===== src/rtl/store_align_unit.sv =====
// -----------------------------------------------------------------------------
// store_align_unit
//
// Takes one RISC-V store (SB/SH/SW) per request handshake and turns it into
// one or two write beats on a 32-bit word-addressed data memory port. Store
// data is moved onto the byte lanes selected by addr[1:0], and matching byte
// enables are generated. A store that crosses a word boundary is split into
// two beats: the lower word first, then the next word (address + 4, wrapping).
//
// Ports
//   clk         in   system clock, rising edge
//   reset       in   synchronous, active-high reset
//   req_valid   in   store request present
//   req_ready   out  request can be accepted (IDLE and not in reset)
//   funct3      in   000 SB, 001 SH, 010 SW; anything else is illegal
//   addr        in   byte address of the store
//   wdata       in   store data (low 8/16/32 bits used)
//   dmem_valid  out  write beat present (BEAT0 or BEAT1)
//   dmem_ready  in   memory accepts the beat this cycle
//   dmem_addr   out  word-aligned beat address
//   dmem_wdata  out  lane-aligned beat data, unused lanes zero
//   dmem_we     out  byte enables, bit i -> bits [8i+7:8i]
//   busy        out  high while a beat is outstanding
//   done        out  one-cycle pulse after the final beat handshake
//   err         out  one-cycle pulse after an illegal funct3 is accepted
// -----------------------------------------------------------------------------
module store_align_unit (
  input  logic        clk,
  input  logic        reset,
  input  logic        req_valid,
  output logic        req_ready,
  input  logic [2:0]  funct3,
  input  logic [31:0] addr,
  input  logic [31:0] wdata,
  output logic        dmem_valid,
  input  logic        dmem_ready,
  output logic [31:0] dmem_addr,
  output logic [31:0] dmem_wdata,
  output logic [3:0]  dmem_we,
  output logic        busy,
  output logic        done,
  output logic        err
);

  localparam logic [1:0] S_IDLE  = 2'd0;
  localparam logic [1:0] S_BEAT0 = 2'd1;
  localparam logic [1:0] S_BEAT1 = 2'd2;

  // Store-type decode helpers.
  function automatic logic f_legal(input logic [2:0] f3);
    return (f3 == 3'b000) || (f3 == 3'b001) || (f3 == 3'b010);
  endfunction

  function automatic logic [3:0] f_byte_mask(input logic [2:0] f3);
    case (f3)
      3'b000:  return 4'b0001;
      3'b001:  return 4'b0011;
      3'b010:  return 4'b1111;
      default: return 4'b0000;
    endcase
  endfunction

  function automatic logic [31:0] f_size_mask(input logic [2:0] f3);
    case (f3)
      3'b000:  return 32'h0000_00FF;
      3'b001:  return 32'h0000_FFFF;
      3'b010:  return 32'hFFFF_FFFF;
      default: return 32'h0000_0000;
    endcase
  endfunction

  logic [1:0]  r_state;
  logic [31:0] r_dmem_addr;
  logic [31:0] r_dmem_wdata;
  logic [3:0]  r_dmem_we;
  logic [31:0] r_hi_wdata;   // upper half of the shifted data, used by BEAT1
  logic [3:0]  r_hi_we;      // upper half of the shifted mask; nonzero => split
  logic        r_done;
  logic        r_err;

  logic [1:0]  w_offset;
  logic [7:0]  w_mask8;
  logic [63:0] w_data64;

  // Shifting into an 8-bit mask / 64-bit data word lets the spill-over into
  // the next word fall out naturally in the upper halves.
  assign w_offset = addr[1:0];
  assign w_mask8  = {4'b0000, f_byte_mask(funct3)} << w_offset;
  assign w_data64 = {32'h0000_0000, wdata & f_size_mask(funct3)} << {w_offset, 3'b000};

  always_ff @(posedge clk) begin
    if (reset) begin
      r_state      <= S_IDLE;
      r_dmem_addr  <= 32'h0000_0000;
      r_dmem_wdata <= 32'h0000_0000;
      r_dmem_we    <= 4'b0000;
      r_hi_wdata   <= 32'h0000_0000;
      r_hi_we      <= 4'b0000;
      r_done       <= 1'b0;
      r_err        <= 1'b0;
    end else begin
      r_done <= 1'b0;
      r_err  <= 1'b0;
      case (r_state)
        S_IDLE: begin
          // req_ready is simply "IDLE and not reset", so req_valid alone
          // means acceptance here.
          if (req_valid) begin
            if (f_legal(funct3)) begin
              r_state      <= S_BEAT0;
              r_dmem_addr  <= {addr[31:2], 2'b00};
              r_dmem_we    <= w_mask8[3:0];
              r_dmem_wdata <= w_data64[31:0];
              r_hi_we      <= w_mask8[7:4];
              r_hi_wdata   <= w_data64[63:32];
            end else begin
              r_err <= 1'b1;
            end
          end
        end
        S_BEAT0: begin
          if (dmem_ready) begin
            if (r_hi_we != 4'b0000) begin
              r_state      <= S_BEAT1;
              r_dmem_addr  <= r_dmem_addr + 32'd4;  // wraps modulo 2^32
              r_dmem_we    <= r_hi_we;
              r_dmem_wdata <= r_hi_wdata;
            end else begin
              r_state      <= S_IDLE;
              r_dmem_we    <= 4'b0000;
              r_dmem_wdata <= 32'h0000_0000;
              r_done       <= 1'b1;
            end
          end
        end
        S_BEAT1: begin
          if (dmem_ready) begin
            r_state      <= S_IDLE;
            r_dmem_we    <= 4'b0000;
            r_dmem_wdata <= 32'h0000_0000;
            r_done       <= 1'b1;
          end
        end
        default: begin
          r_state      <= S_IDLE;
          r_dmem_we    <= 4'b0000;
          r_dmem_wdata <= 32'h0000_0000;
        end
      endcase
    end
  end

  assign req_ready  = (r_state == S_IDLE) && !reset;
  assign dmem_valid = (r_state == S_BEAT0) || (r_state == S_BEAT1);
  assign busy       = dmem_valid;
  assign dmem_addr  = r_dmem_addr;
  assign dmem_wdata = r_dmem_wdata;
  assign dmem_we    = r_dmem_we;
  assign done       = r_done;
  assign err        = r_err;

endmodule


===== config.mk =====
export PLATFORM = sky130hd
export DESIGN_NAME = store_align_unit
export DESIGN_NICKNAME = d
export VERILOG_FILES = /design/src/rtl/store_align_unit.sv
export SDC_FILE = /design/constraint.sdc
export NUM_CORES = 1
export LEC_CHECK = 0
export ABC_AREA = 1
export CORE_ASPECT_RATIO = 1.5
export CORE_MARGIN = 1.5
export CORE_UTILIZATION = 50
export DETAILED_ROUTE_END_ITERATION = 8
export PLACE_DENSITY = 0.9
export SYNTH_ARGS = -nofsm -noshare
export SYNTH_HDL_FRONTEND = slang
export SYNTH_SLANG_ARGS = --single-unit
export TNS_END_PERCENT = 20

===== constraint.sdc =====
create_clock -name clk -period 1.9 [get_ports clk]
set_input_delay 0.285 -clock clk [delete_from_list [all_inputs] [get_ports clk]]
set_output_delay 0.285 -clock clk [all_outputs]
set_load 0.05 [all_outputs]

==> flow_summary_export.csv, run 1 <==
group,metric,value,unit
synth,syn_avg_cell_area,5.96,sq um
sta,setup_tns,0,ns
sta,tightest_slew,0.558,ns
clock_tree,cts_buffers,9,
placed_design,portBuffers,141,
worst_hold_path,worstHoldPathType,"primary input to register",
critical_path,crit_arrival,1.57,ns
final_layout,drive_above_1_share,8.80,%
detailed_routing,drcViolationCount,0,
critical_path,worstSetupEndpointType,"output port",
power_and_ir_drop,switching_share,40.6,%
critical_path,worst_path_largest_cell_delay,0.83,ns
final_layout,fin_util,71.1,%
global_route,first_global_vias,6589,
detailed_routing,post_drt_wl_per_cell,15.5,microns
placed_design,finalWeightedCongestion,1.04,
clock_tree,worstSkewPairLatency,0.35,ns
detailed_routing,vias_per_cell,5.44,
global_route,grt_max_degree,71,
floorplan,coreArea,11100,sq um
worst_hold_path,min_from,"reset",
critical_path,r2r_start,"r_state[1]",
power_and_ir_drop,vdd_drop_max,0.448,mV
clock_tree,clock-root-buffer,"clkbuf_16",
critical_path,crit_family,"buffers and inverters",
sta,period_needed,1.86,ns
critical_path,cp_num_buf_inv,1,
power_and_ir_drop,power.internal,4.06,mW
critical_path,crit_type,"register to output port",
clock_tree,cts_sinks,97,
sta,slew_headroom,62.7,%
synth,synthCells,954,
floorplan,die_w,90.1,microns
synth,yosysSeqAreaShare,34.1,%
detailed_routing,dr.pass1.iters,6,
detailed_routing,vias,6856,
sta,period_share,97.6,%
clock_tree,clk_pin_slew,0.07,ns
global_route,grt_use_total,32.3,%
critical_path,rrSetupSlack,0.12,ns
clock_tree,post_cts_buffers,0,
power_and_ir_drop,comb_power_share,38.7,%
sta,timing.fmax,539,MHz
sta,slew_viol_final,0,
critical_path,cp_cell_sequence,"clkdlybuf4s50_1",
synth,synth-seq-cells,97,
sta,finClkSkew,0.00764,ns
final_layout,final_cell_mix,"nand2_1, clkdlybuf4s50_1, nor2_1",
floorplan,rows,47,
synth,yosysUniqueCellTypes,34,
synth,yosysWarnings,0,
critical_path,critPathSlowestCell,"clkdlybuf4s50_1",
power_and_ir_drop,seqPwrFrac,35.7,%
final_layout,antenna_cells,0,
final_layout,area_growth,38.1,%
clock_tree,ctsHtreeMaxLevel,3,
global_route,grt_pass1_wl,31.1,mm
final_layout,final_common_cell,"nand2_1",
critical_path,required,1.62,ns
placed_design,dp_hpwl,14.7,mm
power_and_ir_drop,p_per_area,871,nW/um^2
floorplan,dieArea,12000,sq um
sta,rsz0062_at_grt,"yes",
sta,finalHoldViolCount,0,
critical_path,startpoint,"dmem_wdata[13]",
detailed_routing,final_antenna_net_count,0,
floorplan,die_y,134,microns
critical_path,cp_max_fo,2,
clock_tree,cts_tree,"yes",
sta,setup_violations,0,
floorplan,io_pins,144,
global_route,gr-total-overflow,0,
critical_path,start_kind,"register",
power_and_ir_drop,switching_power,2.78,mW
floorplan,initial_utilization,51.5,%
global_route,antenna_found_initial,0,
synth,netlist_area,5690,sq um
flow_run,max_cap_viol_count,0,
detailed_routing,drt-initial-drc-count,383,
clock_tree,cts_buffer_depth,2,
power_and_ir_drop,clockPowerShare,25.6,%
final_layout,fin_nets,1185,
status,status,"finished, final reports clean",
power_and_ir_drop,p_leak,3.29,nW
detailed_routing,totalWireLength,19.5,mm
==> power by group through the flow <==
| stage | Combinational (mW) | Clock, mW | Sequential (mW) |
|---|---|---|---|
| 3_5_place_dp | 2.63 | 0 | 2.49 |
| 5_1_grt | 2.83 | 1.85 | 2.47 |
| 4_1_cts | 2.63 | 1.76 | 2.44 |
| 6_report | 2.65 | 1.75 | 2.44 |
| 2_1_floorplan | 1.06 | 0 | 3.04 |
| 3_3_place_gp | 2.60 | 0 | 2.48 |
==> flip-flops by register name (all words and copies together) (netlist names) <==
name,cells
r_hi_wdata,24
done,1
err,1
r_state,2
r_hi_we,3
dmem_we,4
dmem_addr,30
dmem_wdata,32
==> kinds of logic after synthesis <==
logic type	count (synthesis)	synth area share [%]
other	1	0.0659
XOR/XNOR	1	0.154
adder cells (fa/ha/maj)	4	0.880
AO/OA/AOI/OAI	166	15.2
buffers and inverters	113	8.29
AND/OR/NAND/NOR	572	41.3
flip-flops	97	34.1
==> metrics by stage <==
stage                     area (sq um)  worst slack, ns  power, mW  cells  hold WS [ns]
after floorplan                   5700            0.115       4.10    955         0.426
after global routing              7860          -0.0264       7.14   1261         0.348
after detailed placement          7550           -0.134       5.12   1246         0.457
after global placement            7550          -0.0954       5.08   1246         0.452
after CTS                         7820         0.000967       6.83   1261         0.345
final                             7860           0.0448       6.84   1261         0.356
==> final cells by class <==
class                           count  area (sq um)
Tap cell                          147           184
Fill cell                         963          3200
Multi-Input combinational cell    745          3290
Inverter                           62           233
Timing Repair Buffer              195          1930
Clock buffer                        9           225
Clock inverter                      6          52.6
Sequential cell                    97          1940
==> repair_timing <==
item | in CTS | in global routing
hold buffers | 0 | 0
cloned | 0 | 0
resized for setup | 5 | 15
setup endpoints to repair | 5 | 25
==> routing by layer <==
metal  share of wire (%)  vias to the layer above  global-route usage (%)
met2                  51                      347                    59.6
met3                 7.1                       85                    5.37
met1                  35                     3067                    32.8
li1                    -                     3357                       -
met5                   0                        -                       0
met4                 6.5                        0                    22.2
==> path summary, 6_finish.rpt <==
check	to	cells after the start
max	dmem_wdata[13]	1
min	dmem_addr[24]	2
max reg2reg	dmem_addr[6]	11
min reg2reg	r_hi_wdata[19]	2
==> synth_stat cells <==
library cell,number,area share (%)
o21ai_0,52,4.6
ha_1,4,0.88
buf_4,5,0.66
nor2_1,106,7.0
o211ai_1,3,0.40
o22ai_1,3,0.33
or2_2,1,0.11
nand4_1,8,0.88
buf_6,1,0.20
xor2_1,1,0.15
nor2_8,3,1.1
nand2_1,370,24
o31ai_1,1,0.13
o21a_1,2,0.26
nand2_4,2,0.40
a31oi_1,4,0.44
nand3b_1,2,0.26
nor3_1,1,0.088
nor2_2,1,0.11
nand3_1,73,6.4
o211a_1,1,0.18
inv_2,1,0.066
nor4_1,1,0.11
buf_1,3,0.20
o21ai_1,2,0.18
or2_1,4,0.44
buf_2,17,1.5
clkbuf_1,25,1.6
inv_1,61,4.0
a21boi_1,1,0.13
o21bai_1,1,0.13
conb_1,1,0.066
dfxtp_1,97,34
a21oi_1,96,8.4
(Power assumes the default switching activity.)
==> inputs of run 2 (changes only) <==
--- a/config.mk
+++ b/config.mk
@@ -8,9 +8,9 @@
 export ABC_AREA = 1
 export CORE_ASPECT_RATIO = 1.5
 export CORE_MARGIN = 1.5
-export CORE_UTILIZATION = 50
+export CORE_UTILIZATION = 30
 export DETAILED_ROUTE_END_ITERATION = 8
-export PLACE_DENSITY = 0.9
+export PLACE_DENSITY = 0.62
 export SYNTH_ARGS = -nofsm -noshare
 export SYNTH_HDL_FRONTEND = slang
 export SYNTH_SLANG_ARGS = --single-unit
==> run 2 against run 1 <==
  * Wire length is 7.3% higher
  * Clock power rose by 15%
  * Die area increased by 65%
  * Sequential power is essentially flat
  * Non-clock buffer count rose by 21
  * Power grew 4.8%
  * Largest power group unchanged
  * Highest routed layer unchanged
==> flow_summary_export.csv, run 2 (synthesis results as in run 1) <==
group,metric,value,unit
global_route,grt_max_degree,51,
final_layout,fin_area,8120,sq um
critical_path,start_kind,"register",
power_and_ir_drop,vdd_drop_max,0.342,mV
detailed_routing,totalWireLength,20.9,mm
sta,timing.fmax,545,MHz
detailed_routing,drcViolationCount,0,
final_layout,antenna_cells,0,
clock_tree,cts_buffers,9,
clock_tree,cts_sinks,97,
critical_path,crit_family,"buffers and inverters",
floorplan,die_y,172,microns
placed_design,finalWeightedCongestion,0.995,
critical_path,cp_num_buf_inv,3,
sta,slew_viol_final,0,
sta,finClkSkew,0.00611,ns
floorplan,dieArea,19800,sq um
placed_design,portBuffers,141,
global_route,gr-total-overflow,0,
critical_path,cp_max_fo,4,
sta,tightest_slew,0.572,ns
final_layout,drive_above_1_share,11.1,%
critical_path,crit_arrival,1.55,ns
critical_path,required,1.62,ns
final_layout,largest_register_ffs,32,
critical_path,crit_type,"register to output port",
clock_tree,clock-root-buffer,"clkbuf_16",
clock_tree,ctsHtreeMaxLevel,3,
power_and_ir_drop,p_leak,3.36,nW
flow_run,max_cap_viol_count,0,
placed_design,dp_hpwl,16.2,mm
final_layout,fin_nets,1206,
worst_hold_path,worstHoldPathType,"primary input to register",
clock_tree,cts_tree,"yes",
detailed_routing,vias_per_cell,4.81,
floorplan,initial_utilization,30.7,%
global_route,first_global_vias,6384,
detailed_routing,dr.pass1.iters,5,
placed_design,placed_area,7800,sq um
sta,period_needed,1.83,ns
critical_path,worst_path_largest_cell_delay,0.32,ns
sta,period_share,96.5,%
sta,setup_violations,0,
final_layout,area_growth,42.7,%
sta,slew_headroom,61.9,%
final_layout,final_common_cell,"nand2_1",
floorplan,io_pins,144,
power_and_ir_drop,p_per_area,883,nW/um^2
global_route,grt_use_total,21.2,%
critical_path,critPathSlowestCell,"dfxtp_1",
final_layout,fin_cells,1388,
global_route,grt_pass1_wl,32.2,mm
detailed_routing,final_antenna_net_count,0,
floorplan,rows,61,
placed_design,dp.cells,1372,
sta,rsz0062_at_grt,"yes",
clock_tree,post_cts_buffers,0,
sta,setup_tns,0,ns
clock_tree,cts_buffer_depth,2,
status,status,"finished, final reports clean",
sta,finalHoldViolCount,0,
critical_path,crit_top_cell,"inv_1",
clock_tree,worstSkewPairLatency,0.36,ns
clock_tree,clk_pin_slew,0.07,ns
critical_path,worstSetupEndpointType,"output port",
critical_path,cp_cell_sequence,"inv_1 -> ha_1 -> inv_1 -> nor2_1 -> buf_12",
floorplan,die_w,115,microns
detailed_routing,drt-initial-drc-count,467,
final_layout,final_cell_mix,"nand2_1, nor2_1, clkdlybuf4s50_1",
detailed_routing,post_drt_wl_per_cell,15.1,microns
floorplan,coreArea,18500,sq um
global_route,antenna_found_initial,0,
detailed_routing,vias,6677,
## run 2: cell types whose count changed in the layout (fill, tap and decap cells not counted), sizes merged, moves of 2 or more
cell	delta
dlygate4sd2	+10
clkdlybuf4s50	-11
dlymetal6s2s	-7
clkinvlp	-2
buf	+29
## run 2: layer usage
metal | vias up | part of all wire (%) | global-route usage, %
li1 | 3403 | - | -
met1 | 3000 | 38 | 22.2
met2 | 229 | 53 | 40.9
met3 | 45 | 4.8 | 3.45
met4 | 0 | 3.5 | 8.75
met5 | - | 0 | 0
## run 2: layout make-up
class	instances	area, sq um
inverters	62	233
well taps	252	315
flip-flops and latches	97	1940
clock buffers	9	225
fillers	1979	10400
repair buffers	216	2020
clock inverters	7	95.1
multi-input cells	745	3290
## run 2: final timing paths
| check | slack (ns) | endpoint | startpoint | depth (start not counted) |
|---|---|---|---|---|
| max | 0.07 | req_ready | r_state[1] | 5 |
| max reg2reg | 0.09 | dmem_wdata[1] | r_state[1] | 9 |
| min | 0.19 | err | reset | 2 |
| min reg2reg | 0.47 | dmem_wdata[4] | dmem_wdata[4] | 2 |
## run 2: where the power goes
part / leakage [nW] / total, mW / switching (mW) / internal (mW)
clock network: 0.157 / 2.01 / 0.943 / 1.07
logic: 2.41 / 2.71 / 1.74 / 0.971
registers: 0.789 / 2.45 / 0.224 / 2.22
total: 3.36 / 7.17 / 2.91 / 4.26
## run 2: stage by stage
stage	util (%)	power [mW]	hold WS (ns)	setup slack [ns]
after global placement	42.1	5.23	0.451	-0.208
after CTS	43.7	7.23	0.177	0.000821
after detailed placement	42.1	5.25	0.456	-0.239
final	43.8	7.17	0.192	0.0665
after floorplan	-	4.10	0.426	0.115
after global routing	43.8	7.55	0.190	-0.0629
## run 2: repair_timing
action | 4_1_cts | 5_1_grt
gates resized for setup | 15 | 6
setup endpoints to repair | 15 | 18
hold buffers | 0 | 0
==> inputs of run 3 (changes only) <==
--- a/config.mk
+++ b/config.mk
@@ -6,6 +6,7 @@
 export NUM_CORES = 1
 export LEC_CHECK = 0
 export ABC_AREA = 1
+export ABC_CLOCK_PERIOD_IN_PS = 1900
 export CORE_ASPECT_RATIO = 1.5
 export CORE_MARGIN = 1.5
 export CORE_UTILIZATION = 30
==> results of run 3 <==
No change in the layout: final DEF, timing and power equal those of run 2.
==> edit, RTL diff (settings of run 3) <==
Make the reset (`reset`) asynchronous in one clocked block. Comments in the files are not updated.
--- a/src/rtl/store_align_unit.sv
+++ b/src/rtl/store_align_unit.sv
@@ -89,5 +89,5 @@
   assign w_data64 = {32'h0000_0000, wdata & f_size_mask(funct3)} << {w_offset, 3'b000};
 
-  always_ff @(posedge clk) begin
+  always_ff @(posedge clk or posedge reset) begin
     if (reset) begin
       r_state      <= S_IDLE;
Function: differs if reset is asserted again (counterexample within 4 cycles, from zero or initial values and one cycle with reset high); with reset held inactive, the same outputs for 4 cycles.
==> edit against run 3 <==
The flow now finishes with violations (setup timing). Core utilization down 1.9 points. Synthesized area up 5.6%. Sequential share of layout area up 5.5 points. Worst hold slack better by 0.25 ns. Sequential cell count unchanged. Setup slack worse by 0.081 ns. Routed wire length up 6.4%. Cell area up 1.7%. Critical path type unchanged.
Power is not compared: it rests on default switching activity, and its combinational part moved more than twofold at a synthesized area within 25%.
==> edit: results (changes against run 3) <==
outcome: complete, but fails checks
failing checks: setup timing
Synth top cells by count: nand2_1 (339), nor2_1 (116), dfrtp_1 (97)
Worst Tran Pin Value: 0.5166 ns (-0.05547 ns)
routed length on met1: 8224 um (+2.8%)
register area share after synthesis: 40.42% (+6.3 points)
Critical Path AT: 1.63 ns (+0.08 ns)
worst r2r src: r_state[0]
Final WS setup: -0.01484 ns (-0.08129 ns)
worst-path fanout max: 8 (+4)
Area after DPL: 7953 sq um (+1.9%)
fraction of synthesis flops using an asynchronous set or reset pin: 100.0% (+100 points)
r2r worst-path depth: 12 (+3)
Netlist cell types: 32 (-5.9%)
Synth area leaders: dfrtp_1 (40%), nand2_1 (21%), nand3_1 (7.4%)
Starting DRT DRC Count: 445 (-4.7%)
Hold WC Path Type: in2async
Sum Neg Setup Slack: -0.01484 ns (-0.01484 ns)
Layout Nets: 1154 (-4.3%)
GR Layer Usage met1: 22.93% (+0.75 points)
GRT met2 Usage: 39.20% (-1.7 points)
met3 wire len: 1051 um (+4.1%)
Mapped Avg Cell Area: 6.557 sq um (+9.9%)
drt via density: 4.841 (+0.63%)
post-synthesis adder-cell area fraction: 0.8333% (-0.046 points)
Tot GR Track Use: 21.81% (+0.62 points)
Synth Area in Compound Gates: 11.06% (-4.1 points)
Final Non-Filler Cells: 1344 (-3.2%)
post-cts resize count: 21 (+6)
DR WL met2: 11300 um (+1.1%)
DP Worst Slack: -0.1300 ns (+0.1092 ns)
DP Wirelength: 17250 um (+6.6%)
Hold Slack: 0.4400 ns (+0.2475 ns)
Finish-stage setup viols: 1 (+1)
Post-CTS Setup Bufs: 2 (+2)
reg-to-reg slack, setup: 0.13 ns (+0.04 ns)
Setup Skew: 0.008277 ns (+0.002168 ns)
first-pass GRT wire length: 34980 um (+8.6%)
Post-Synth XOR/XNOR Area: 0.2917% (+0.14 points)
DP Cell Count: 1326 (-3.4%)
==> edit: critical path: stages (launching register included) <==
cell	delay (ns)
dfrtp_1	0.40
inv_2	0.09
ha_4	0.17
inv_2	0.06
buf_4	0.16
buf_6	0.14
nor2_4	0.10
buf_12	0.14
==> edit: layout make-up <==
cell class	count	area, sq um
clock buffers	9	225.2
repair buffers	193	1838
flip-flops and latches	97	2429
well taps	260	325.3
clock inverters	7	58.81
fillers	2109	11450
multi-input cells	704	3099
inverters	74	284.0
==> edit: worst max-delay path by stage <==
| stage | cells past startpoint | slack (ns) | to | startpoint |
|---|---|---|---|---|
| 3_5_place_dp | 8 | -0.13 | dmem_we[3] | funct3[1] |
| 2_1_floorplan | 10 | -0.02 | dmem_addr[26] | dmem_addr[2] |
| 3_3_place_gp | 8 | -0.09 | dmem_we[3] | funct3[1] |
| 4_1_cts | 7 | -0.02 | req_ready | r_state[0] |
| 6_report | 7 | -0.01 | req_ready | r_state[0] |
| 5_1_grt | 7 | -0.06 | req_ready | r_state[1] |
